`config.mk`:
```
export PLATFORM = sky130hd
export DESIGN_NAME = regfile_write_port
export DESIGN_NICKNAME = d
export VERILOG_FILES = /design/src/rtl/regfile_pkg.sv /design/src/rtl/regfile_write_port_dec.sv /design/src/rtl/regfile_write_port.sv
export SDC_FILE = /design/constraint.sdc
export NUM_CORES = 1
export LEC_CHECK = 0
export CORE_AREA = 2 2 411 413
export CTS_CLUSTER_DIAMETER = 200
export DETAILED_ROUTE_END_ITERATION = 8
export DIE_AREA = 0 0 413 415
export PLACE_DENSITY_LB_ADDON = 0.25
export SKIP_LAST_GASP = 1
export SLEW_MARGIN = 10
export SYNTH_ARGS = -nofsm -noshare
export SYNTH_HDL_FRONTEND = slang
export SYNTH_HIERARCHICAL = 1
export SYNTH_SLANG_ARGS = --single-unit
export TNS_END_PERCENT = 50
```
`constraint.sdc`:
```
create_clock -name clk -period 3.55 [get_ports clk]
set_input_delay 0.355 -clock clk [delete_from_list [all_inputs] [get_ports clk]]
set_output_delay 0.355 -clock clk [all_outputs]
set_load 0.1 [all_outputs]
```
`src/rtl/regfile_pkg.sv`:
```
// Shared constants and FSM state type for the register-file write port.
package regfile_pkg;
  localparam int unsigned NUM_REGS_DEF = 32;
  localparam int unsigned DATA_W_DEF   = 32;
  localparam int unsigned ADDR_W       = 5;
  localparam int unsigned WRCNT_W      = 16;

  typedef enum logic {
    IDLE,
    CLEAR
  } state_e;
endpackage

```
`src/rtl/regfile_write_port_dec.sv`:
```
// Combinational 5-to-32 one-hot decoder with enable.
module addr_decoder_5to32
  import regfile_pkg::*;
(
  input  logic                    en_i,
  input  logic [ADDR_W-1:0]       addr_i,
  output logic [(1<<ADDR_W)-1:0]  onehot_o
);
  always_comb begin
    onehot_o = '0;
    if (en_i) onehot_o[addr_i] = 1'b1;
  end
endmodule

```
`src/rtl/regfile_write_port.sv`:
```
// Write side of the 32 x 32 register file with sequenced bulk clear.
// Optional feature: define REGFILE_WRCNT_EN to add the wr_count output.
module regfile_write_port
  import regfile_pkg::*;
#(
  parameter int unsigned DATA_W   = DATA_W_DEF,
  parameter int unsigned NUM_REGS = NUM_REGS_DEF
) (
  input  logic                       clk,
  input  logic                       reset,
  input  logic                       wr_valid,
  output logic                       wr_ready,
  input  logic [ADDR_W-1:0]          wr_addr,
  input  logic [DATA_W-1:0]          wr_data,
  input  logic                       clear_req,
  output logic                       clear_busy,
  output logic                       clear_done,
`ifdef REGFILE_WRCNT_EN
  output logic [WRCNT_W-1:0]         wr_count,
`endif
  output logic [NUM_REGS*DATA_W-1:0] q
);
  state_e              state_q, state_d;
  logic [ADDR_W-1:0]   clr_cnt_q, clr_cnt_d;
  logic [DATA_W-1:0]   regs_q [NUM_REGS];
  logic [NUM_REGS-1:0] wr_oh, clr_oh, reg_en;
  logic [DATA_W-1:0]   wr_val;
  logic                wr_fire;

  assign wr_ready = !reset && (state_q == IDLE);
  assign wr_fire  = wr_valid && wr_ready;

  always_comb begin
    state_d    = state_q;
    clr_cnt_d  = clr_cnt_q;
    clear_busy = 1'b0;
    clear_done = 1'b0;
    case (state_q)
      IDLE: begin
        if (clear_req) begin
          state_d   = CLEAR;
          clr_cnt_d = ADDR_W'(1);
        end
      end
      CLEAR: begin
        clear_busy = 1'b1;
        if (clr_cnt_q == '1) begin
          clear_done = 1'b1;
          state_d    = IDLE;
          clr_cnt_d  = '0;
        end else begin
          clr_cnt_d = clr_cnt_q + ADDR_W'(1);
        end
      end
      default: state_d = IDLE;
    endcase
  end

  always_ff @(posedge clk) begin
    if (reset) begin
      state_q   <= IDLE;
      clr_cnt_q <= '0;
    end else begin
      state_q   <= state_d;
      clr_cnt_q <= clr_cnt_d;
    end
  end

  addr_decoder_5to32 u_wr_dec (
    .en_i     (wr_fire),
    .addr_i   (wr_addr),
    .onehot_o (wr_oh)
  );

  addr_decoder_5to32 u_clr_dec (
    .en_i     (clear_busy),
    .addr_i   (clr_cnt_q),
    .onehot_o (clr_oh)
  );

  // Writes and clears never overlap (wr_ready is low in CLEAR), so one shared
  // data value suffices; entry 0 only ever loads zero and so stays zero.
  assign reg_en = wr_oh | clr_oh;
  assign wr_val = clear_busy ? '0 : wr_data;

  always_ff @(posedge clk) begin
    for (int unsigned i = 0; i < NUM_REGS; i++) begin
      if (reset)          regs_q[i] <= '0;
      else if (reg_en[i]) regs_q[i] <= (i == 0) ? '0 : wr_val;
    end
  end

  always_comb begin
    q = '0;
    for (int unsigned i = 0; i < NUM_REGS; i++) q[i*DATA_W +: DATA_W] = regs_q[i];
  end

`ifdef REGFILE_WRCNT_EN
  logic [WRCNT_W-1:0] wr_count_q;

  always_ff @(posedge clk) begin
    if (reset)
      wr_count_q <= '0;
    else if (wr_fire && (wr_addr != '0) && (wr_count_q != '1))
      wr_count_q <= wr_count_q + WRCNT_W'(1);
  end

  assign wr_count = wr_count_q;
`endif
endmodule

```
==> flow_summary.yaml <==
logic_synthesis:
  ys.warnings.count: 6
  synth_cells: 2436
  avgSynthCellArea_um2: 14.9
  syn_area_um2: 36200
power:
  pwr-share-clk_pct: 38.0
  switching_share_pct: 31.5
  p_int_mw: 21.0
  ir_drop_mv: 0.380
  power_density_nw_per_um2: 575
  seq_power_share_pct: 44.0
  p_comb_share_pct: 18.0
  switchingPower_mw: 9.66
  p_leak_nw: 18.8
placement:
  hpwl_um: 113000
  gp_congestion: 0.777
  portBuffers: 1035
cells_and_area:
  final_core_util_pct: 31.9
  final_net_count: 3524
  area_growth_pct: 47.1
  final_layout_size_suffix_gt1_share_pct: 10.0
sta:
  worstMarginPinSlew_ns: 1.20
  fin_crit_sh_pct: 84.2
  relSlewSlack_pct: 19.7
  skew_ns: 0.0237
  fmax_mhz: 335
  grt_setup_unrepaired: "no"
  final_hold_viol_count: 0
  setup-violations-final: 0
  slew_viol_final: 0
  layout_min_cycle_time_ns: 2.99
  finalSetupTns_ns: 0
run:
  maxCapViolations: 0
cts:
  cts_tree: "built"
  clock-sinks: 998
  ctsLongestPathBuffers: 3
  cts-root-buf: "clkbuf_16"
  cts_buffers: 111
  clk_pin_slew_ns: 0.05
  clk_latency_ns: 0.74
  cts_setup_buffers: 0
  ctsResizeCount: 0
  hold_buffers: 0
  cts_htree_levels: 3
drt:
  wl_per_cell_um: 29.6
  first_pass_iters: 6
  ant_nets: 0
  drc: 0
  initialDrtViolationCount: 2225
  vias: 24603
  viasPerCell: 4.26
  routed_wl_um: 171000
hold_path:
  min_path_type: "in2reg"
  min_from: "reset"
die:
  rows: 150
  core_area_um2: 167000
  die_h_um: 415
  fp.dieArea_um2: 171000
  ios: 1068
  dieWidth_um: 413
  start_util_pct: 21.7
global_routing:
  grt-ovfl-total: 0
  grt_pass1_wl_um: 221000
  first_global_vias: 23731
  antenna_found_initial: 20
  grt_usage_pct: 19.2
  grt_max_degree: 69
worst_setup_path:
  cp_max_fo: 27
  reg2reg_from: "clr_cnt_q[0]"
  startpoint: "state_q"
  cp.arrival_ns: 2.63
  startpoint_type: "flip-flop"
  path_class: "reg2out"
  worst_setup_path_end_kind: "output port"
  cp_data_required_time_ns: 3.19
status:
  status: "completed"
[layout by cell type, fill, tap and decap left out, drive strengths merged]
| cell type | count |
|---|---|
| ha | 3 |
| nand4bb | 6 |
| a31oi | 1 |
| nor2 | 1057 |
| buf | 111 |
| and2b | 1 |
| inv | 6 |
| a21oi | 3 |
| or2 | 2 |
| and3 | 1 |
| conb | 32 |
| nand4b | 6 |
| o21bai | 31 |
| o21ai | 1 |
| edfxtp | 992 |
| a211oi | 1 |
| and2 | 2 |
| or4b | 2 |
| clkbuf | 134 |
| or3 | 31 |
| nand3b | 2 |
| nand3 | 2 |
| nor3 | 2 |
| bufinv | 12 |
| nand2 | 3 |
| nor3b | 2 |
| dfxtp | 6 |
| or3b | 2 |
| clkdlybuf4s50 | 1027 |
| nand4 | 2 |
| clkinvlp | 2 |
| nand2b | 36 |
| diode | 4 |
| clkinv | 53 |
[layer usage]
metal | wire, um | up-vias | global-route usage [%]
met5 | 72 | - | 0
met4 | 6400 | 10 | 6.77
met3 | 15000 | 272 | 6.00
met2 | 86400 | 1253 | 33.5
met1 | 63300 | 12680 | 22.1
li1 | - | 10388 | -
[flip-flops by register name, indices dropped and copies added, names as in the netlist]
name / cells
regs_q: 992
state_q: 1
clr_cnt_q: 5
[power groups by stage]
stage                     logic [mW]  clock network, mW  registers (mW)
after floorplan                0.646                  0            16.9
after global placement          5.57                  0            13.7
after detailed placement        5.57                  0            13.7
after CTS                       5.57               11.9            13.5
after global routing            5.60               12.3            13.5
final                           5.51               11.6            13.5
[layout make-up]
cell class / instances / area, um2
Fill cell: 16573 / 113000
Antenna cell: 4 / 10.0
Timing Repair Buffer: 1138 / 11400
Sequential cell: 998 / 29900
Clock inverter: 73 / 656
Clock buffer: 134 / 2950
Tap cell: 2204 / 2760
Multi-Input combinational cell: 1231 / 5550
[critical path, stage by stage, from the launching register on]
cell             delay, ns
dfxtp_2               0.36
buf_4                 0.33
clkdlybuf4s50_1       1.20
[final timing paths]
kind / end / slack [ns] / cells past startpoint
hold / removal: clr_cnt_q[4] / 0.32 / 3
hold reg to reg: clr_cnt_q[0] / 0.60 / 1
setup reg to reg: regs_q[1][457] / 0.95 / 3
setup / recovery: clear_busy / 0.56 / 2
[per-stage QoR]
step | cells | setup WS (ns) | area (um2) | hold slack [ns] | power (mW)
floorplan | 2467 | 0.120 | 36300 | 0.537 | 17.5
global placement | 5571 | 0.387 | 49600 | 0.581 | 19.3
detailed placement | 5571 | 0.411 | 49600 | 0.586 | 19.3
CTS | 5778 | 0.461 | 53200 | 0.258 | 31.0
global route | 5779 | 0.436 | 53200 | 0.312 | 31.4
finish | 5782 | 0.561 | 53200 | 0.317 | 30.6
Power figures use the tool's default switching activity.
